--- config.mk ---
export PLATFORM = sky130hd
export DESIGN_NAME = ccff_chain_loader
export DESIGN_NICKNAME = d
export VERILOG_FILES = /design/src/rtl/ccff_ctrl_pkg.sv /design/src/rtl/ccff_rb_packer.sv /design/src/rtl/ccff_chain_loader.sv
export SDC_FILE = /design/constraint.sdc
export NUM_CORES = 1
export LEC_CHECK = 0
export ABC_AREA = 1
export CAP_MARGIN = 20
export CELL_PAD_IN_SITES_DETAIL_PLACEMENT = 1
export CELL_PAD_IN_SITES_GLOBAL_PLACEMENT = 1
export CORE_ASPECT_RATIO = 0.5
export CORE_MARGIN = 2
export CORE_UTILIZATION = 40
export CTS_BUF_LIST = sky130_fd_sc_hd__clkbuf_2 sky130_fd_sc_hd__clkbuf_4 sky130_fd_sc_hd__clkbuf_8
export DETAILED_ROUTE_END_ITERATION = 10
export PLACE_DENSITY = 0.79
export SLEW_MARGIN = 0
export SYNTH_ARGS = -nofsm -noshare
export SYNTH_HDL_FRONTEND = slang
export SYNTH_SLANG_ARGS = --single-unit
--- constraint.sdc ---
create_clock -name prog_clk -period 1.7 [get_ports prog_clk]
set_input_delay 0.255 -clock prog_clk [delete_from_list [all_inputs] [get_ports prog_clk]]
set_output_delay 0.255 -clock prog_clk [all_outputs]
set_load 0.005 [all_outputs]
--- src/rtl/ccff_ctrl_pkg.sv ---
// Shared types and constants for the configuration-chain loader.
package ccff_ctrl_pkg;

  localparam int unsigned DEF_WORD_W    = 8;
  localparam int unsigned DEF_CHAIN_LEN = 36;

  typedef enum logic [2:0] {
    ST_IDLE  = 3'd0,
    ST_LOAD  = 3'd1,
    ST_SHIFT = 3'd2,
    ST_DRAIN = 3'd3,
    ST_DONE  = 3'd4
  } ccff_state_e;

  // Number of bitstream words needed to cover a chain of chain_len bits.
  function automatic int unsigned words_for(input int unsigned chain_len,
                                            input int unsigned word_w);
    return (chain_len + word_w - 1) / word_w;
  endfunction

endpackage

--- src/rtl/ccff_rb_packer.sv ---
// Collects bits leaving ccff_tail into readback words and holds them on a
// valid/ready output; flags when a word cannot complete because the output is full.
module ccff_rb_packer
  import ccff_ctrl_pkg::*;
#(
  parameter int unsigned WORD_W = DEF_WORD_W,
  parameter int unsigned WBIT_W = 3
) (
  input  logic              clk,
  input  logic              rst_n,
  input  logic              shift_en,
  input  logic              word_last,
  input  logic [WBIT_W-1:0] wbit,
  input  logic              tail_bit,
  input  logic              rb_ready,
  output logic [WORD_W-1:0] rb_data,
  output logic              rb_valid,
  output logic              word_full_blocked,
  output logic              rb_drained_c
);

  logic [WORD_W-1:0] rx_sreg_q, rx_sreg_d;
  logic [WORD_W-1:0] rb_data_q, rb_data_d;
  logic              rb_valid_q, rb_valid_d;
  logic [WORD_W-1:0] word_cap;

  // A completing word may not overwrite a held word the consumer has not taken.
  assign word_full_blocked = word_last & rb_valid_q & ~rb_ready;
  // Output register will be empty after this edge.
  assign rb_drained_c      = ~rb_valid_q | rb_ready;
  assign rb_data           = rb_data_q;
  assign rb_valid          = rb_valid_q;

  // Capture the tail bit; on the last bit publish the word and restart collection.
  always_comb begin
    rx_sreg_d      = rx_sreg_q;
    rb_data_d      = rb_data_q;
    rb_valid_d     = rb_valid_q;
    word_cap       = rx_sreg_q;
    word_cap[wbit] = tail_bit;
    if (rb_valid_q && rb_ready) begin
      rb_valid_d = 1'b0;
    end
    if (shift_en) begin
      if (word_last) begin
        rb_data_d  = word_cap;
        rb_valid_d = 1'b1;
        rx_sreg_d  = '0;
      end else begin
        rx_sreg_d  = word_cap;
      end
    end
  end

  // Readback state registers.
  always_ff @(posedge clk or negedge rst_n) begin
    if (!rst_n) begin
      rx_sreg_q  <= '0;
      rb_data_q  <= '0;
      rb_valid_q <= 1'b0;
    end else begin
      rx_sreg_q  <= rx_sreg_d;
      rb_data_q  <= rb_data_d;
      rb_valid_q <= rb_valid_d;
    end
  end

endmodule

--- src/rtl/ccff_chain_loader.sv ---
// Serialises bitstream words LSB-first into a configuration chain while
// returning the displaced chain contents as readback words.
module ccff_chain_loader
  import ccff_ctrl_pkg::*;
#(
  parameter int unsigned WORD_W    = DEF_WORD_W,
  parameter int unsigned CHAIN_LEN = DEF_CHAIN_LEN
) (
  input  logic              prog_clk,
  input  logic              prog_reset_n,
  input  logic              start,
  output logic              busy,
  output logic              done,
  input  logic [WORD_W-1:0] cfg_data,
  input  logic              cfg_valid,
  output logic              cfg_ready,
  output logic [WORD_W-1:0] rb_data,
  output logic              rb_valid,
  input  logic              rb_ready,
  output logic              ccff_head,
  input  logic              ccff_tail,
  output logic              ccff_shift_en
);

  localparam int unsigned WBIT_W = (WORD_W > 1) ? $clog2(WORD_W) : 1;
  localparam int unsigned BCNT_W = (CHAIN_LEN > 1) ? $clog2(CHAIN_LEN) : 1;

  ccff_state_e       state_q, state_d;
  logic [WORD_W-1:0] tx_sreg_q, tx_sreg_d;
  logic [WBIT_W-1:0] wbit_q, wbit_d;
  logic [BCNT_W-1:0] bcnt_q, bcnt_d;
  logic              busy_q, busy_d;
  logic              done_q, done_d;

  logic              word_end_c;
  logic              chain_end_c;
  logic              word_last_c;
  logic              word_full_blocked;
  logic              rb_drained_c;

  assign word_end_c  = (wbit_q == WBIT_W'(WORD_W - 1));
  assign chain_end_c = (bcnt_q == BCNT_W'(CHAIN_LEN - 1));
  // The current SHIFT cycle would finish a readback word.
  assign word_last_c = (state_q == ST_SHIFT) & (word_end_c | chain_end_c);

  assign busy = busy_q;
  assign done = done_q;

  // Readback collection and output handshake.
  ccff_rb_packer #(
    .WORD_W (WORD_W),
    .WBIT_W (WBIT_W)
  ) u_rb_packer (
    .clk               (prog_clk),
    .rst_n             (prog_reset_n),
    .shift_en          (ccff_shift_en),
    .word_last         (word_last_c),
    .wbit              (wbit_q),
    .tail_bit          (ccff_tail),
    .rb_ready          (rb_ready),
    .rb_data           (rb_data),
    .rb_valid          (rb_valid),
    .word_full_blocked (word_full_blocked),
    .rb_drained_c      (rb_drained_c)
  );

  // Next-state, datapath update and combinational chain/handshake controls.
  always_comb begin
    state_d       = state_q;
    tx_sreg_d     = tx_sreg_q;
    wbit_d        = wbit_q;
    bcnt_d        = bcnt_q;
    cfg_ready     = 1'b0;
    ccff_head     = 1'b0;
    ccff_shift_en = 1'b0;
    unique case (state_q)
      ST_IDLE: begin
        if (start) begin
          state_d = ST_LOAD;
        end
      end
      ST_LOAD: begin
        cfg_ready = 1'b1;
        if (cfg_valid) begin
          tx_sreg_d = cfg_data;
          wbit_d    = '0;
          state_d   = ST_SHIFT;
        end
      end
      ST_SHIFT: begin
        ccff_head     = tx_sreg_q[0];
        ccff_shift_en = ~word_full_blocked;
        if (ccff_shift_en) begin
          tx_sreg_d = tx_sreg_q >> 1;
          wbit_d    = wbit_q + WBIT_W'(1);
          bcnt_d    = bcnt_q + BCNT_W'(1);
          if (chain_end_c) begin
            state_d = ST_DRAIN;
          end else if (word_end_c) begin
            state_d = ST_LOAD;
          end
        end
      end
      ST_DRAIN: begin
        if (rb_drained_c) begin
          state_d = ST_DONE;
        end
      end
      ST_DONE: begin
        state_d = ST_IDLE;
        wbit_d  = '0;
        bcnt_d  = '0;
      end
      default: begin
        state_d = ST_IDLE;
      end
    endcase
    busy_d = (state_d != ST_IDLE);
    done_d = (state_d == ST_DONE);
  end

  // State, datapath and registered status flops.
  always_ff @(posedge prog_clk or negedge prog_reset_n) begin
    if (!prog_reset_n) begin
      state_q   <= ST_IDLE;
      tx_sreg_q <= '0;
      wbit_q    <= '0;
      bcnt_q    <= '0;
      busy_q    <= 1'b0;
      done_q    <= 1'b0;
    end else begin
      state_q   <= state_d;
      tx_sreg_q <= tx_sreg_d;
      wbit_q    <= wbit_d;
      bcnt_q    <= bcnt_d;
      busy_q    <= busy_d;
      done_q    <= done_d;
    end
  end

endmodule

== Yosys cells after proc, flatten, opt, wreduce, memory -nomap -nowiden ==
Cells that the tools add are included.
Storage, ports and cells
  bits in registers: 39
  output and inout port bits: 14
  word-level logic and storage cells: 66
Cells by class
  $add $sub $neg: 2
  order comparisons: 2
  eq/ne operators: 9
  multiplexer cells: 25
  bitwise gates (word level): 8
  reduce and logical (&&, ||, !) cells: 11
Operators with widths (number)
  2-to-1 mux 3 bit: 8
  2-to-1 mux 8 bit: 3
  one-hot mux 8 bit (2 select lines): 1
  one-hot mux 3 bit (4 select lines): 1
  one-hot mux 6 bit (2 select lines): 1
  equality test 3 bit, second input constant: 3
  one-hot mux 3 bit (3 select lines): 1
  bitwise mux 8 bit: 1
  2-to-1 mux 1 bit: 7
  adder 6 x 1 -> 6 bit, second input constant: 1
  equality test 3 x 2 -> 1 bit, second input constant: 2
  equality test 6 bit, second input constant: 1
  2-to-1 mux 6 bit: 1
  AND reduction 3 bit: 2
  nonzero test 3 bit: 2
  less-than comparator 3 x 4 -> 1 bit, second input constant: 1
  != test 2 bit, second input constant: 2
  AND reduction 2 bit: 2
  nonzero test 2 bit: 2
  adder 3 x 1 -> 3 bit, second input constant: 1
  bitwise AND 1 bit: 3
  demux 1 bit (select 3 bit): 1
  equality test 3 x 1 -> 1 bit, second input constant: 1
  greater-or-equal comparator 3 x 1 -> 1 bit, second input constant: 1
  other kinds (4): 8

== Longest topological paths before layout ==
  depth in word-level cells: 8
  mapped depth: 10

== By module ==
From an unflattened synthesis, not the netlist that was laid out.
Unflattened totals
  cells, all modules: 251
  area total of the unflattened synthesis: 2087.0 sq um
By module, submodules not included
  ccff_chain_loader: instances 1, cells an instance 140, area an instance 1199.9 sq um, seq. area each 550.5 sq um
  ccff_rb_packer: instances 1, cells an instance 111, area an instance 887.1 sq um, seq. area each 425.4 sq um

== Worst setup path after synthesis ==
No wires, ideal clock.
  kind: flip-flop to flip-flop
  start point: register wbit_q[0]
  end point: register tx_sreg_q[0]
  arrival: 1.387 ns
  path slack: 0.196 ns
  cell stages (with the launch flop): 10
  buffers on the path: 1
  cell sequence: dfrtp_1 -> ha_1 -> ha_1 -> inv_1 -> nand2_2 -> nand3_2 -> nand2_4 -> buf_6 -> nand3_1 -> nand2_1
Between the ends
  longest elaborated chain between the ends: 7
Ends and longest elaborated chain
  start: declaration: line ccff_chain_loader.sv:30  | logic [WBIT_W-1:0] wbit_q, wbit_d;
  start signal: assignment: line ccff_chain_loader.sv:134  | wbit_q <= wbit_d;
  equality test 3 bit: line ccff_chain_loader.sv:41  | assign word_end_c = (wbit_q == WBIT_W'(WORD_W - 1));
  OR 1 bit: line ccff_chain_loader.sv:44  | assign word_last_c = (state_q == ST_SHIFT) & (word_end_c | chain_end_c);
  bitwise AND 1 bit: line ccff_chain_loader.sv:44
  bitwise AND 1 bit (2 in a row): line ccff_rb_packer.sv:28  | assign word_full_blocked = word_last & rb_valid_q & ~rb_ready;
  != test 2 bit (no source line)
  AND reduction 3 bit (no source line)
  end signal: assignment: line ccff_chain_loader.sv:133  | tx_sreg_q <= tx_sreg_d;
  end: declaration: line ccff_chain_loader.sv:29  | logic [WORD_W-1:0] tx_sreg_q, tx_sreg_d;
No other way between the ends.
A chain may end at the register's enable or synchronous reset.

== Worst setup path after layout ==
  start point: register wbit_q[1]
  end point: output ccff_shift_en
Between the ends
  longest elaborated chain between the ends: 7
Ends and longest elaborated chain
  equality test 3 bit: line ccff_chain_loader.sv:41
  OR 1 bit: line ccff_chain_loader.sv:44
  bitwise AND 1 bit: line ccff_chain_loader.sv:44
  bitwise AND 1 bit (2 in a row): line ccff_rb_packer.sv:28
  NOT 1 bit: line ccff_chain_loader.sv:92  | ccff_shift_en = ~word_full_blocked;
  2-to-1 mux 1 bit: line ccff_chain_loader.sv:76  | unique case (state_q)
  end: declaration: line ccff_chain_loader.sv:22  | output logic ccff_shift_en
No other way between the ends.

==> impl_metrics.yaml <==
run_status:
  outcome: "finished, violations left"
  violations: "negative hold slack"
power:
  netSwitchingPower_mw: 1.50
  clkPwrFrac: 0.176
  cellLeakagePower_nw: 1.37
  p_per_area_nw_per_um2: 1400
  p_int_mw: 2.23
  p_comb_frac: 0.457
  swShare: 0.401
  worst_ir_drop_vdd_uv: 535
  power_frac_seq: 0.367
cts:
  clock-root-buffer: "clkbuf_8"
  cts.sinks: 39
  clk_pin_slew_worst_paths_ns: 0.07
  hold_buffers: 0
  clock_latency_ns: 0.30
  cts_inserted_buffers: 5
  cts_max_path_buffers: 2
  h-tree-depth: 2
  cts_tree: "built"
timing:
  slew_headroom: 0.667
  rsz0062_at_grt: "yes"
  fin_crit_ns: 1.69
  hold_viol_final: 5
  slew_violations: 0
  skew_ns: 0.00362
  setup_slack_ns: 0.00851
  hold_slack_ns: -0.00227
  worst_slew_pin_slew_ns: 0.500
  fmax_ghz: 0.591
  finalCritPeriodShare: 0.995
  setup_viol: 0
floorplan:
  floorplan.initialDensity: 0.410
  die_area_um2: 5580
  die_y_um: 53.8
  die_w_um: 104
  rows: 18
  io_pins: 28
  core_region_area_um2: 4840
worst_hold_path:
  hold_path_class: "input pin to asynchronous set/reset pin"
cells_and_area:
  drive_above_1_share: 0.184
  final_cell_count_no_fill: 386
  final_cell_area_um2: 2660
  antennaDiodeCount: 0
  fin_nets: 333
  layout_common_cells: "nand2_1 (106), dfrtp_1 (38), nand3_1 (27), buf_4 (27), inv_1 (26)"
  layout_commonest_cell: "nand2_1"
  syn_to_final_growth_pct: 34.0
  final_util: 0.549
  fill_cells: 614
routing:
  detail_route.iter0.violations: 41
  drc: 0
  totalWireLength_um: 5430
  wl_per_cell_um: 14.1
  firstDrtPassIters: 4
  ant_nets: 0
  via_per_inst: 4.86
  vias: 1877
global_routing:
  grt_max_degree: 40
  antenna_found_initial: 0
  track_usage: 0.208
  grt_pass1_wl_um: 8850
  overflow: 0
  grt_pass1_vias: 1884
synth:
  syn-instance-count: 257
  ys_types: 23
  synth_area_per_cell_um2: 7.73
  synth_top_area_share: 0.491
  syn_area_um2: 1990
  synth.largest_area_cell: "dfrtp_1"
  synth_seq_area_share: 0.491
  ys_top_cells_by_area: "dfrtp_1 (49%), nand2_1 (20%), nand3_1 (7.1%)"
  synth_nets: 274
  ys_ff_latch: 39
  ys_warn_count: 0
place:
  gp_congestion: 0.797
  placedCellCount: 372
  dpl_worst_slack_ns: -0.114
  io_buffers: 27
  dpl_cell_area_um2: 2480
  hpwlAfterDp_um: 3830
setup_path:
  worstSetupStartpointType: "flop"
  crit_slowest_cell: "dfrtp_1"
  path_cells: "ha_2 -> ha_4 -> inv_2 -> nand2_4 -> a21oi_4 -> buf_2"
  required_ns: 1.44
  r2r_end: "tx_sreg_q[7]$_DFFE_PN0P_"
  reg2reg_from: "wbit_q[1]$_DFFE_PN0P_"
  cp_max_fo: 2
  cp.arrival_ns: 1.44
  criticalPathCategory: "flop to output pin"
  r2r_slack_ns: 0.09
  r2r_cells: 10
  cp_slowest_stage_delay_ns: 0.39
  end_kind: "output pin"
run:
  cap_violations: 0
[cell usage after synthesis]
cell,number
nand3_1,28
nand2_2,3
nor3_4,1
nor2_1,8
a21oi_4,1
buf_2,2
ha_1,3
inv_2,2
nand3b_1,1
nand2_4,1
nor2_2,1
o21ai_1,7
nand4_1,3
nand3_2,2
nand2_1,106
dfrtp_1,39
nor3_1,1
inv_1,28
o21ai_0,10
buf_6,2
buf_4,1
xor2_1,3
a21oi_1,4
[power by group through the flow]
stage / registers (mW) / clock network [mW] / logic (mW)
finish: 1.37 / 0.655 / 1.71
global route: 1.40 / 0.713 / 1.93
CTS: 1.37 / 0.666 / 1.66
detailed placement: 1.39 / 0 / 1.59
global placement: 1.36 / 0 / 1.52
floorplan: 1.38 / 0 / 0.930
[through the flow]
stage | power (mW) | hold WS (ns) | TNS [ns]
2_1_floorplan | 2.31 | -0.0406 | 0
3_3_place_gp | 2.88 | 0.341 | -0.0767
3_5_place_dp | 2.98 | 0.350 | -0.114
4_1_cts | 3.69 | 0.0208 | -0.150
5_1_grt | 4.04 | 0.0446 | -0.0790
6_report | 3.73 | -0.00227 | 0
[registers in the layout, indices dropped and copies added (netlist names)]
signal	cells
tx_sreg_q	8
u_rb_packer.rb_data	8
u_rb_packer.rx_sreg_q	8
bcnt_q	6
state_q	3
wbit_q	3
busy	1
done	1
u_rb_packer.rb_valid	1
[logic make-up (layout without fill, tap and decap cells)]
| kind of cell | after synthesis | after routing | share of synthesized area |
|---|---|---|---|
| buf+inv | 35 | 94 | 0.0769 |
| xor+xnor | 3 | 3 | 0.0132 |
| fa+ha+maj | 3 | 3 | 0.0189 |
| flops | 39 | 39 | 0.491 |
| simple gates | 155 | 155 | 0.338 |
| compound gates | 22 | 22 | 0.0611 |
[area by class of cell]
cell class / instances / area (µm²) / share of cell area
well taps: 70 / 87.6 / 0.0329
clock inverters: 1 / 5.00 / 0.00188
inverters: 30 / 113 / 0.0423
multi-input cells: 183 / 892 / 0.335
flip-flops and latches: 39 / 977 / 0.367
clock buffers: 6 / 82.6 / 0.0310
repair buffers: 57 / 503 / 0.189
[worst max path at each step]
stage / from / end / slack (ns) / cells after the start
global placement: wbit_q[0]$_DFFE_PN0P_ / ccff_shift_en / -0.08 / 6
CTS: wbit_q[0]$_DFFE_PN0P_ / ccff_shift_en / -0.15 / 6
global route: wbit_q[1]$_DFFE_PN0P_ / ccff_shift_en / -0.06 / 6
detailed placement: wbit_q[0]$_DFFE_PN0P_ / ccff_shift_en / -0.11 / 6
floorplan: wbit_q[0]$_DFFE_PN0P_ / tx_sreg_q[0]$_DFFE_PN0P_ / 0.20 / 9
finish: wbit_q[1]$_DFFE_PN0P_ / ccff_shift_en / 0.009 / 6
[critical path, delay by kind of cell (launching register included)]
kind / cells / cell delay (ns)
DFF: 1 / 0.39
adders and majority gates: 2 / 0.36
buffers and inverters: 2 / 0.19
AOI/OAI and AO/OA: 1 / 0.15
and+or+nand+nor: 1 / 0.05
[repair_timing]
| action | CTS | global route |
|---|---|---|
| setup endpoints to repair | 3 | 20 |
| buffers inserted | 3 | 4 |
| pin swaps | 2 | 5 |
| gates resized for setup | 8 | 11 |
| hold endpoints to repair | 0 | 0 |
[metal layers]
layer	vias up	routed length, µm	GRT usage
met1	922	2430	0.245
li1	921	-	-
met4	0	91	0.0608
met2	26	2700	0.376
met3	8	205	0.0702
met5	-	0	0
Power figures use the tool's default switching activity.
==> variant (same flow settings) <==
Take the reset off `rb_data_q` and load it in a clocked block of its own.
--- a/src/rtl/ccff_rb_packer.sv
+++ b/src/rtl/ccff_rb_packer.sv
@@ -58,3 +58,2 @@
       rx_sreg_q  <= '0;
-      rb_data_q  <= '0;
       rb_valid_q <= 1'b0;
@@ -62,3 +61,2 @@
       rx_sreg_q  <= rx_sreg_d;
-      rb_data_q  <= rb_data_d;
       rb_valid_q <= rb_valid_d;
@@ -67,2 +65,6 @@
 
+  always_ff @(posedge clk) begin
+    rb_data_q <= rb_data_d;
+  end
+
 endmodule
Function: no difference found for any inputs over 10 cycles, from zero or initial values and one cycle with prog_reset_n low; that may be too few to reach the edited logic, so the function may still have changed.
==> variant against the unedited design <==
The run ends with setup timing left; area after synthesis decreased by 3.7%; power is 3.3% higher; die area fell by 3.5%; worst setup slack worse by 0.021 ns; cell area shrank 2.4%; sequential share of layout area increased by 2.4 points; count of clock-buffer cells in the layout increased by 1; critical path depth unchanged; sequential cell count did not move; wire length fell by 2.9%; register-to-register slack worse by 0.05 ns; critical endpoint unchanged.
==> variant: results (changes against the unedited design) <==
worst_slack_ns: -0.0121  # -0.0206 ns
p_leak_uw: 0.00130  # -4.7%
nets: 310  # -6.9%
synth_cell_type_count: 21  # -8.7%
numCtsBuffers: 5  # unchanged
yosysWarnings: 0  # unchanged
rr_startpoint: "wbit_q[1]"
grt.total_usage_pct: 21.7  # +0.90 points
synthTopCellsByCount: "99 x nand2_1, 31 x dfrtp_1, 29 x nand3_1, 21 x inv_1, 10 x o21ai_0"
placed_cell_area_sq_um: 2410  # -2.9%
async_flop_share_pct: 79.5  # -21 points
first_iter_violations: 54  # +32%
fillers: 547  # -11%
h-tree-depth: 2  # unchanged
ys_seq_area_share_pct: 53.1  # +4.0 points
dr.pass1.iters: 4  # unchanged
worstRegToRegCells: 8  # -2
diodes: 0  # unchanged
ir_drop_mv: 0.679  # +27%
cts.path.max_buffers: 2  # unchanged
avgViaCountPerCell: 4.84  # -0.43%
dp_hpwl_microns: 3430  # -11%
worstReg2RegEnd: "u_rb_packer.rb_data[1]"
status: "finished with violations"
synth_mux_area_share_pct: 0  # unchanged
synth_edf_count: 8  # +8
hp-class: "in -> async"
path_max_fanout: 2  # unchanged
path_clk_slew_ns: 0.08
yosys-top-cells-area: "dfrtp_1 41%, nand2_1 19%, edfxtp_1 13%"
gp_congestion: 0.761  # -4.6%
synth_compound_area_share_pct: 4.25  # -1.9 points
finalWirelength_microns: 5270  # -2.9%
arrival_ns: 1.46  # +0.02 ns
worstSkewPairLatency_ns: 0.29
cts-root-buf: "clkbuf_8"
reg2reg_setup_slack_ns: 0.04  # -0.05 ns
synth_xor_area_share_pct: 1.37  # +0.050 points
grt_max_degree: 32  # -20%
dp_worst_setup_slack_ns: -0.101  # +0.0128 ns
synth_fa_ha_area_share_pct: 1.96  # +0.072 points
grt_pass1_vias: 1811  # -3.9%
layout-drive-gt1-share_pct: 18.0  # -0.33 points
tightest_slew_ns: 0.428  # -0.0722 ns
grt_first_pass_wirelength_microns: 8640  # -2.3%
fin_skew_ns: 0.00338  # -0.000240 ns
antenna_found_initial: 0  # unchanged
portBuffers: 27  # unchanged
setup_viol: 1  # +1
violations: "setup timing"
syn-num-nets: 251  # -8.4%
==> variant: changes by cell type in the layout (fill, tap and decap cells not counted), sizes merged, moves of 7 or more <==
cell    unedited run  this run
edfxtp             0         8
inv               30        23
nand2            110       102
o21ai             17        10
dfrtp             39        31
==> variant: cell type report <==
type	instances	area (sq um)	area share, %
well taps	66	82.6	3.18
flip-flops and latches	39	1020	39.2
clock buffers	7	90.1	3.47
multi-input cells	168	816	31.4
clock inverters	1	3.75	0.145
repair buffers	56	500	19.3
inverters	23	86.3	3.33
==> variant: worst max-delay path by stage <==
stage | from | endpoint | slack, ns | cells past startpoint
after CTS | wbit_q[1] | ccff_shift_en | -0.009 | 6
after detailed placement | wbit_q[0] | ccff_shift_en | -0.10 | 6
after global routing | wbit_q[1] | ccff_shift_en | -0.04 | 6
after global placement | wbit_q[0] | ccff_shift_en | -0.07 | 6
after floorplan | wbit_q[0] | tx_sreg_q[0] | 0.18 | 9
final | wbit_q[0] | ccff_shift_en | -0.01 | 6
==> variant: power breakdown <==
| part | internal (uW) | total (uW) | leakage, uW | switching, uW |
|---|---|---|---|---|
| Sequential | 1250 | 1400 | 0.000485 | 150 |
| Combinational | 735 | 1780 | 0.000769 | 1040 |
| Clock | 342 | 678 | 0.0000493 | 337 |
==> variant: worst max-delay path, stage by stage, from the launching register on <==
cell	delay, ns
dfrtp_1	0.39
ha_2	0.20
ha_2	0.18
inv_1	0.07
nand2_2	0.07
a21oi_4	0.13
buf_2	0.13
==> variant: per-stage QoR <==
| stage | hold slack [ns] | TNS [ns] | std cells |
|---|---|---|---|
| 2_1_floorplan | -0.0406 | 0 | 234 |
| 3_3_place_gp | 0.455 | -0.0688 | 345 |
| 3_5_place_dp | 0.465 | -0.291 | 345 |
| 4_1_cts | 0.385 | -0.00932 | 358 |
| 5_1_grt | 0.427 | -0.0736 | 360 |
| 6_report | 0.368 | -0.0121 | 360 |
==> variant: layer usage <==
layer	wire length (microns)	vias up	part of all wire [%]	global-route usage, %
met5	0	-	0	0
met4	59	0	1.1	5.18
met3	167	9	3.2	4.76
met2	2480	25	47	37.3
met1	2560	845	49	28.3
li1	-	864	-	-
==> variant: cell families after synthesis <==
| group | after synthesis |
|---|---|
| adders and majority gates | 3 |
| DFF | 39 |
| xor gates and xnor gates | 3 |
| buffers and inverters | 27 |
| and+or+nand+nor | 148 |
| AOI/OAI and AO/OA | 14 |
==> variant: what timing repair did <==
item,4_1_cts,5_1_grt
endpoints found under the setup margin,12,28
buffers inserted,5,2
resized for setup,10,12
pin swaps,2,0
